File: src/rtl/lifo_stack_pkg.sv
// Shared types and command decode for the lifo_stack operand stack.
// Optional feature macro: LIFO_STACK_ERR_EN (sticky over/underflow flag).
package lifo_stack_pkg;

    localparam int DEF_WIDTH = 8;
    localparam int DEF_DEPTH = 16;

    typedef enum logic [2:0] {
        CMD_NONE,
        CMD_PUSH,
        CMD_POP,
        CMD_TOS,
        CMD_REPLACE
    } cmd_e;

    // Resolve raw request lines into one effective command.
    // Pop beats tos; push+pop on an empty stack degrades to a push.
    function automatic cmd_e cmd_decode(
        input logic push,
        input logic pop,
        input logic tos,
        input logic empty,
        input logic full
    );
        cmd_e c;
        c = CMD_NONE;
        priority case (1'b1)
            (pop && !empty):         c = push ? CMD_REPLACE : CMD_POP;
            (push && !full):         c = CMD_PUSH;
            (tos && !empty && !push): c = CMD_TOS;
            default:                 c = CMD_NONE;
        endcase
        return c;
    endfunction

endpackage

File: src/rtl/lifo_stack_if.sv
// Command/data bundle between the datapath and lifo_stack.
// Optional feature macro: LIFO_STACK_ERR_EN adds the err line.
interface lifo_stack_if
    import lifo_stack_pkg::*;
#(
    parameter int WIDTH = DEF_WIDTH
);

    logic             tos;
    logic             push;
    logic             pop;
    logic [WIDTH-1:0] d_in;
    logic [WIDTH-1:0] d_out;
    logic             empty;
    logic             full;
`ifdef LIFO_STACK_ERR_EN
    logic             err;
`endif

    modport master (
        output tos,
        output push,
        output pop,
        output d_in,
        input  d_out,
        input  empty,
        input  full
`ifdef LIFO_STACK_ERR_EN
        ,
        input  err
`endif
    );

    modport slave (
        input  tos,
        input  push,
        input  pop,
        input  d_in,
        output d_out,
        output empty,
        output full
`ifdef LIFO_STACK_ERR_EN
        ,
        output err
`endif
    );

endinterface

File: src/rtl/lifo_stack_mem.sv
// DEPTH x WIDTH register array: one write port, one async read port.
// Contents are intentionally not reset.
module lifo_stack_mem
    import lifo_stack_pkg::*;
#(
    parameter int WIDTH = DEF_WIDTH,
    parameter int DEPTH = DEF_DEPTH,
    localparam int AW   = $clog2(DEPTH)
) (
    input  logic             clk,
    input  logic             we_i,
    input  logic [AW-1:0]    waddr_i,
    input  logic [WIDTH-1:0] wdata_i,
    input  logic [AW-1:0]    raddr_i,
    output logic [WIDTH-1:0] rdata_o
);

    logic [WIDTH-1:0] mem_q [DEPTH];

    always_ff @(posedge clk) begin
        if (we_i) begin
            mem_q[waddr_i] <= wdata_i;
        end
    end

    assign rdata_o = mem_q[raddr_i];

endmodule

File: src/rtl/lifo_stack.sv
// Synchronous LIFO operand stack with registered read data.
// Optional feature macro: LIFO_STACK_ERR_EN (sticky err output).
module lifo_stack
    import lifo_stack_pkg::*;
#(
    parameter int WIDTH = DEF_WIDTH,
    parameter int DEPTH = DEF_DEPTH
) (
    input  logic        clk,
    input  logic        rst_n,
    lifo_stack_if.slave bus
);

    localparam int PTR_W = $clog2(DEPTH) + 1;
    localparam int AW    = $clog2(DEPTH);

    logic [PTR_W-1:0] count_q, count_d;
    logic [WIDTH-1:0] dout_q, dout_d;
    logic [AW-1:0]    top_addr;
    logic [AW-1:0]    wr_addr;
    logic [WIDTH-1:0] top_data;
    logic             we;
    logic             empty;
    logic             full;
    cmd_e             cmd;

    assign empty = (count_q == '0);
    assign full  = (count_q == PTR_W'(DEPTH));

    assign cmd = cmd_decode(bus.push, bus.pop, bus.tos, empty, full);

    // Wraps harmlessly when empty; only used for non-empty commands.
    assign top_addr = AW'(count_q) - AW'(1);
    assign we       = (cmd == CMD_PUSH) || (cmd == CMD_REPLACE);
    assign wr_addr  = (cmd == CMD_REPLACE) ? top_addr : AW'(count_q);

    lifo_stack_mem #(
        .WIDTH (WIDTH),
        .DEPTH (DEPTH)
    ) u_mem (
        .clk     (clk),
        .we_i    (we),
        .waddr_i (wr_addr),
        .wdata_i (bus.d_in),
        .raddr_i (top_addr),
        .rdata_o (top_data)
    );

    always_comb begin
        count_d = count_q;
        dout_d  = dout_q;
        unique case (cmd)
            CMD_PUSH:    count_d = count_q + PTR_W'(1);
            CMD_POP: begin
                count_d = count_q - PTR_W'(1);
                dout_d  = top_data;
            end
            CMD_TOS:     dout_d = top_data;
            CMD_REPLACE: dout_d = top_data;
            default:     ;
        endcase
    end

    always_ff @(posedge clk or negedge rst_n) begin
        if (!rst_n) begin
            count_q <= '0;
            dout_q  <= '0;
        end else begin
            count_q <= count_d;
            dout_q  <= dout_d;
        end
    end

    assign bus.d_out = dout_q;
    assign bus.empty = empty;
    assign bus.full  = full;

`ifdef LIFO_STACK_ERR_EN
    logic err_q;
    logic ovf;
    logic unf;

    assign ovf = bus.push && !bus.pop && full;
    assign unf = (bus.pop || bus.tos) && empty;

    always_ff @(posedge clk or negedge rst_n) begin
        if (!rst_n) begin
            err_q <= 1'b0;
        end else if (ovf || unf) begin
            err_q <= 1'b1;
        end
    end

    assign bus.err = err_q;
`endif

endmodule

File: src/flat_wrapper.sv
// flat-port wrapper written by rule: the top's interface ports become plain ports
module lifo_stack_flat import lifo_stack_pkg::*;
#(
    parameter int WIDTH = DEF_WIDTH,
    parameter int DEPTH = DEF_DEPTH
)
  (clk, rst_n, bus_tos, bus_push, bus_pop, bus_d_in, bus_d_out, bus_empty, bus_full);
  lifo_stack_if #(.WIDTH(WIDTH)) bus_i ();
  input  logic clk;
  input  logic rst_n;
  input wire logic [$bits(bus_i.tos)-1:0] bus_tos;
  input wire logic [$bits(bus_i.push)-1:0] bus_push;
  input wire logic [$bits(bus_i.pop)-1:0] bus_pop;
  input wire logic [$bits(bus_i.d_in)-1:0] bus_d_in;
  output wire logic [$bits(bus_i.d_out)-1:0] bus_d_out;
  output wire logic [$bits(bus_i.empty)-1:0] bus_empty;
  output wire logic [$bits(bus_i.full)-1:0] bus_full;
  assign bus_i.tos = bus_tos;
  assign bus_i.push = bus_push;
  assign bus_i.pop = bus_pop;
  assign bus_i.d_in = bus_d_in;
  assign bus_d_out = bus_i.d_out;
  assign bus_empty = bus_i.empty;
  assign bus_full = bus_i.full;
  lifo_stack #(.WIDTH(WIDTH), .DEPTH(DEPTH)) u_core (.clk(clk), .rst_n(rst_n), .bus(bus_i));
endmodule
File: config.mk
export PLATFORM = sky130hd
export DESIGN_NAME = lifo_stack_flat
export DESIGN_NICKNAME = d
export VERILOG_FILES = /design/src/rtl/lifo_stack_pkg.sv /design/src/rtl/lifo_stack_if.sv /design/src/rtl/lifo_stack_mem.sv /design/src/rtl/lifo_stack.sv /design/src/flat_wrapper.sv
export SDC_FILE = /design/constraint.sdc
export NUM_CORES = 1
export LEC_CHECK = 0
export ABC_AREA = 1
export BUFFER_PORTS_ARGS = -buffer_cell sky130_fd_sc_hd__clkbuf_2
export CAP_MARGIN = 10
export CELL_PAD_IN_SITES_DETAIL_PLACEMENT = 2
export CELL_PAD_IN_SITES_GLOBAL_PLACEMENT = 2
export CORE_MARGIN = 3
export CORE_UTILIZATION = 40
export DETAILED_ROUTE_END_ITERATION = 16
export GPL_TIMING_DRIVEN = 0
export PLACE_DENSITY_LB_ADDON = 0.1
export SKIP_CTS_REPAIR_TIMING = 1
export SYNTH_ARGS = -nofsm -noshare
export SYNTH_HDL_FRONTEND = slang
export SYNTH_SLANG_ARGS = --single-unit
File: constraint.sdc
create_clock -name clk -period 7.68 [get_ports clk]
set_clock_uncertainty 0.05 [all_clocks]
set_input_delay 0.384 -clock clk [delete_from_list [all_inputs] [get_ports clk]]
set_output_delay 0.384 -clock clk [all_outputs]
set_load 0.02 [all_outputs]
**Word-level counts from Yosys, hierarchy flattened**

Memories as Yosys holds them, arrays and structs flattened. A register that Yosys moved wholly into a read port is not among the register bits.
Index checks and enable logic that the tools add are counted.

- Register bits after elaboration: 5
- Latch bits: 0
- RAM bits: 128
- ROM bits: 0
- Input bits: 13
- Output and inout bits: 10
- Memories: 1

- Add/subtract/negate cells: 3
- Multipliers: 0
- Div/mod/pow operators: 0
- Order comparisons: 0
- Equal/unequal tests: 5
- Shift operators: 0
- Multiplexer cells: 8
- Bitwise gates (word level): 0
- Reduce and logical (&&, ||, !) cells: 12

Memory list:

| memory | depth | width | read ports | clocked after Yosys merged registers in | wr ports | RTL line | RTL |
|---|---|---|---|---|---|---|---|
| u_core.u_mem.mem_q | 16 | 8 | 1 | 1 | 1 | lifo_stack_mem.sv:18 | `logic [WIDTH-1:0] mem_q [DEPTH];` |

Operators with widths:

| operator | number |
|---|---|
| $pmux 5 s2 | 1 |
| $eq 3x2->1 const B | 2 |
| $mux 3 | 2 |
| $add 5x1->5 const B | 1 |
| $eq 5x5->1 const B | 1 |
| $logic_not 5->1 | 1 |
| $sub 5x1->5 const B | 1 |
| $logic_and 1x1->1 | 4 |
| $logic_not 1->1 | 4 |
| $mux 2 | 2 |
| $mux 4 | 1 |
| $sub 4x1->4 const B | 1 |
| $eq 3x1->1 const B | 1 |
| $eq 3x3->1 const B | 1 |
| $reduce_or 3->1 | 1 |
| $mux 1 | 2 |
| $reduce_bool 2->1 | 1 |
| $logic_or 1x1->1 | 1 |

**Logic depth before layout (Yosys ltp)**

- Depth after elaboration: 11
- Mapped depth: 17
- Depth with buffers taken out: 14

**Hierarchy**

A second synthesis with hierarchy kept.

- Cells, all modules: 644
- Area, all modules: 6454.9 um^2

By module, submodules not included:

| module | times used | cells each | area an instance (um^2) | seq. area each (um^2) |
|---|---|---|---|---|
| lifo_stack_mem | 1 | 543 | 5606.6 | 3843.7 |
| lifo_stack | 1 | 101 | 848.3 | 325.3 |

**Least setup slack after synthesis**

No wires, ideal clock.

- Path kind: reg-to-reg
- Start point: register u_core.count_q[0]
- End point: memory u_core.u_mem.mem_q[0][0] (netlist name) (enable)
- Library setup time: 370 ps
- Arrival: 2175 ps
- Data required time: 7260 ps
- Path slack: 5085 ps
- Cell stages (with the launch flop): 12
- Clock period less this slack: 2595 ps
- Path through: dfrtp_1 > buf_2 > inv_2 > buf_6 > buf_4 > ha_1 > buf_2 > inv_1 > clkbuf_1 > o21ai_2 > nand2_1 > nor2_1

- Word-level cells in the longest chain between the ends: 11
- Elaborated cells on any way between the ends: 18

Ends and longest elaborated chain:

| item | RTL line | RTL |
|---|---|---|
| start: declaration | lifo_stack.sv:17 | `logic [PTR_W-1:0] count_q, count_d;` |
| start signal: assignment | lifo_stack.sv:69 | `count_q <= count_d;` |
| $logic_not 5->1 | lifo_stack.sv:27 | `assign empty = (count_q == '0);` |
| $logic_not 1->1 | lifo_stack_pkg.sv:28, lifo_stack_pkg.sv:30 |  |
| $logic_and 1x1->1 (2 in series) | lifo_stack_pkg.sv:30 | `(tos && !empty && !push): c = CMD_TOS;` |
| $mux 2 (2 in series) | lifo_stack_pkg.sv:27 | `priority case (1'b1)` |
| $mux 3 | lifo_stack_pkg.sv:27 |  |
| $eq 3x1->1 / $eq 3x3->1 (equally long branches) | lifo_stack.sv:34, lifo_stack.sv:35 |  |
| $logic_or 1x1->1 | lifo_stack.sv:34 | `assign we = (cmd == CMD_PUSH) \|\| (cmd == CMD_REPLACE);` |
| $mux 1 | lifo_stack_mem.sv:21 | `if (we_i) begin` |
| $mux 1 (not written as such) | lifo_stack_mem.sv:22 | `mem_q[waddr_i] <= wdata_i;` |
| end: declaration | lifo_stack_mem.sv:18 |  |

Parallel ways exist; a longest one is shown, timed or not.

**Final worst setup path**

- Start point: register u_core.count_q[0]
- End point: memory u_core.u_mem.mem_q[13][7] (netlist name) (enable)

Same word-level chain as after synthesis.

==> results.md <==
- Worst EP required: between 7000 and 8000 ps
- Vias per inst: slightly above 5
- Setup ws final: a little over 4000 ps
- Critical-path cell list: buf_2, inv_2, buf_6, buf_4, ha_1, buf_2, inv_1, clkbuf_1, o21ai_2, nand2_1, nor2_1
- Hold crit path type: in -> async
- # clock sinks: approximately 140
- Psw: approximately 1.4 mW
- Detailed-route via count: between 4000 and 5000
- P per Cell Area: 437.4 nW/um^2
- Startpoint Class: flip-flop
- Layout area overhead: 15.27%
- Static leakage: 3.311 nW
- Dpl ws: about 4200 ps
- Min cycle time layout: roughly 3600 ps
- Capture point of the worst reg-to-reg path: u_core.u_mem.mem_q[13][7]
- Post-Place Cell Area: a little under 7000 sq um
- Post-Syn Instances: 657
- Syn_nets: 676
- Iter 0 DRT Violations: between 200 and 300
- Flop pwr share: 0.299
- Critical path class: reg -> reg
- Crit share post-route: 0.4685
- Gate power share: 0.435
- Crit path capture type: flip-flop
- Starting density of the core: 0.4166
- Distinct cells, synth: 24
- Root buffer cell: clkbuf_16
- Max Slew Vio Count: 0
- # diodes: 0
- Core Footprint: around 16000 sq um
- Worst Path Arrival: approximately 3600 ps
- Final Hold Viols: 0
- Routed len/inst: 22.13 um
- First-pass GRT wire length: roughly 31000 um
- Area of the mapped netlist: ~6500 sq um
- Slew headroom: 0.4401
- Ys Warns: 0
- Die height: approximately 130 um
- Max Used Layer: met4
- Final HPWL DP: 13920 um
- Vias in the first global route: between 5000 and 6000
- Worst slew pin tran: roughly 840 ps
- Cell count after placement: 890
- Die W: 133.2 um
- Design area: ~7500 sq um
- Clk buf depth: 2
- Final cell count without fillers: around 920
- Drt pass-1 iters: 5
- Maximum clock frequency: around 0.28 GHz
- IO Port Bufs: 22
- Global route overflow: 0
- Most used DFF post-synth: edfxtp_1
- Switching Fraction: 0.4323
- DR WL met2: around 11000 um
- Clock Pin Slew Worst Setup and Hold Paths: around 60 ps
- Slowest CP cell: nor2_1
- Final setup vio count: 0
- Buf+Inv Stages, Crit Path: 7
- Fraction of registers with async set/reset: 0.09220
- CP max FO: 11
- CTS Buf Count: 17
- CP max stage delay: approximately 700 ps
- Metal1 wirelength: 8518 um
- Metal3 WL: slightly below 700 um
- Delay-heaviest family, CP: buffers and inverters
- Total Nets Final: just over 700
- GR Util All Layers: 0.2419
- Total Routed Length: roughly 20000 um
- Clk Latency, worst-skew pair: about 430 ps
- Share of post-route cells with drive strength above 1: 0.1222
- Largest net degree at the start of global routing: 17
- Peak VDD IR: around 0.20 mV
- Total chip power: between 3 and 4 mW
- Num ports: 23
- Post-route DRC: 0
- Outcome: completed
- TNS Setup: 0 ps
- Routability cong.: between 0.8 and 0.9
- H-tree depth: 4
- ANT nets after route: 0
- FP Rows: between 40 and 50
- Die area: approximately 18000 sq um
- Most used cell along the critical path: buf_2
- Post-synth EDFFs: 128
- Unrepaired setup endpoints after global routing: no
- Clock share of power: 0.266
- R2R cell count: 11
- Synthesized area per cell: roughly 9.9 sq um
- Seq/Total Area, Yosys: 0.6440
- Initial antenna violation count: 0
- Internal cell power: ~1.9 mW
- Post-synthesis register bit count: approximately 140
- Maxcap violations: 0
- R2R Setup Slk: between 4000 and 5000 ps
- RR Startpoint: u_core.count_q[0]
- CTS tree: yes
area by class of cell:
| class | count | area [sq um] |
|---|---|---|
| clock inverter | 11 | 163.9 |
| tap | 211 | 264.0 |
| multi-input combinational | 380 | 1754 |
| buffer | 25 | 133.9 |
| sequential | 141 | 4169 |
| clock buffer | 21 | 440.4 |
| fill | 1678 | 8078 |
| timing repair buffer | 23 | 120.1 |
| inverter | 111 | 416.7 |
flip-flops by register name (all words and copies together), names as in the netlist:
signal,cells
u_core.count_q,5
u_core.bus.d_out,8
u_core.u_mem.mem_q,128
synthesized netlist by cell type (3+ instances only):
master / number / area share
clkbuf_1: 7 / 0.0041
nand3_1: 104 / 0.080
dfrtp_1: 13 / 0.050
ha_1: 5 / 0.0097
buf_2: 14 / 0.011
nor2_1: 17 / 0.0099
nand3_2: 4 / 0.0062
nand2_1: 222 / 0.13
o21ai_0: 3 / 0.0023
inv_1: 109 / 0.063
edfxtp_1: 128 / 0.59
xor2_1: 4 / 0.0054
o21ai_2: 5 / 0.0068
nand2_2: 6 / 0.0058
routing by layer:
layer,global-route usage,up-vias
met1,0.2887,2458
met2,0.4300,97
li1,-,2198
met4,0.09486,0
met5,0,-
met3,0.04872,33
power by group through the flow:
stage | sequential (mW) | clock [mW] | combinational [mW]
CTS | 0.978 | 0.878 | 1.42
floorplan | 1.00 | 0 | 0.848
global route | 0.986 | 0.906 | 1.56
global placement | 0.986 | 0 | 1.33
finish | 0.976 | 0.869 | 1.42
detailed placement | 0.993 | 0 | 1.39
stage by stage:
step,hold slack (ps),utilization
CTS,-209.0,0.4795
global route,366.9,0.4802
detailed placement,259.3,0.4407
finish,339.5,0.4802
floorplan,38.41,-
global placement,249.2,0.4407
logic make-up (layout without fill, tap and decap cells):
| logic type | after synthesis | in the layout | share of synthesized area |
|---|---|---|---|
| xor+xnor | 4 | 4 | 0.005411 |
| compound gates | 11 | 11 | 0.01179 |
| buf+inv | 136 | 191 | 0.08504 |
| flops | 141 | 141 | 0.6440 |
| fa+ha+maj | 6 | 6 | 0.01276 |
| simple gates | 359 | 359 | 0.2410 |
placed cells by master (no fill, tap or decap), drive strengths merged, types with 8 or more instances in the layout:
cell    instances
buf            18
clkbuf         50
dfrtp          13
edfxtp        128
inv           113
nand2         228
nand3         110
nor2           18
o21ai           8
worst max path at each step:
stage,start,to,slack (ps),cells past startpoint
2_1_floorplan,u_core.count_q[0],u_core.u_mem.mem_q[0][0],5090,11
3_3_place_gp,u_core.count_q[0],u_core.u_mem.mem_q[9][2],4270,11
3_5_place_dp,u_core.count_q[0],u_core.u_mem.mem_q[8][3],4150,11
4_1_cts,u_core.count_q[0],u_core.u_mem.mem_q[9][6],4090,11
5_1_grt,u_core.count_q[0],u_core.u_mem.mem_q[12][0],3900,11
6_report,u_core.count_q[0],u_core.u_mem.mem_q[13][7],4080,11
worst reg2reg max path, cell delays in order (launching register included):
cell and delay [ps]:
dfrtp_1 380, buf_2 220, inv_2 110, buf_6 160, buf_4 180, ha_1 280, buf_2 220, inv_1 160
clkbuf_1 300, o21ai_2 250, nand2_1 200, nor2_1 700
(Power assumes the default switching activity.)
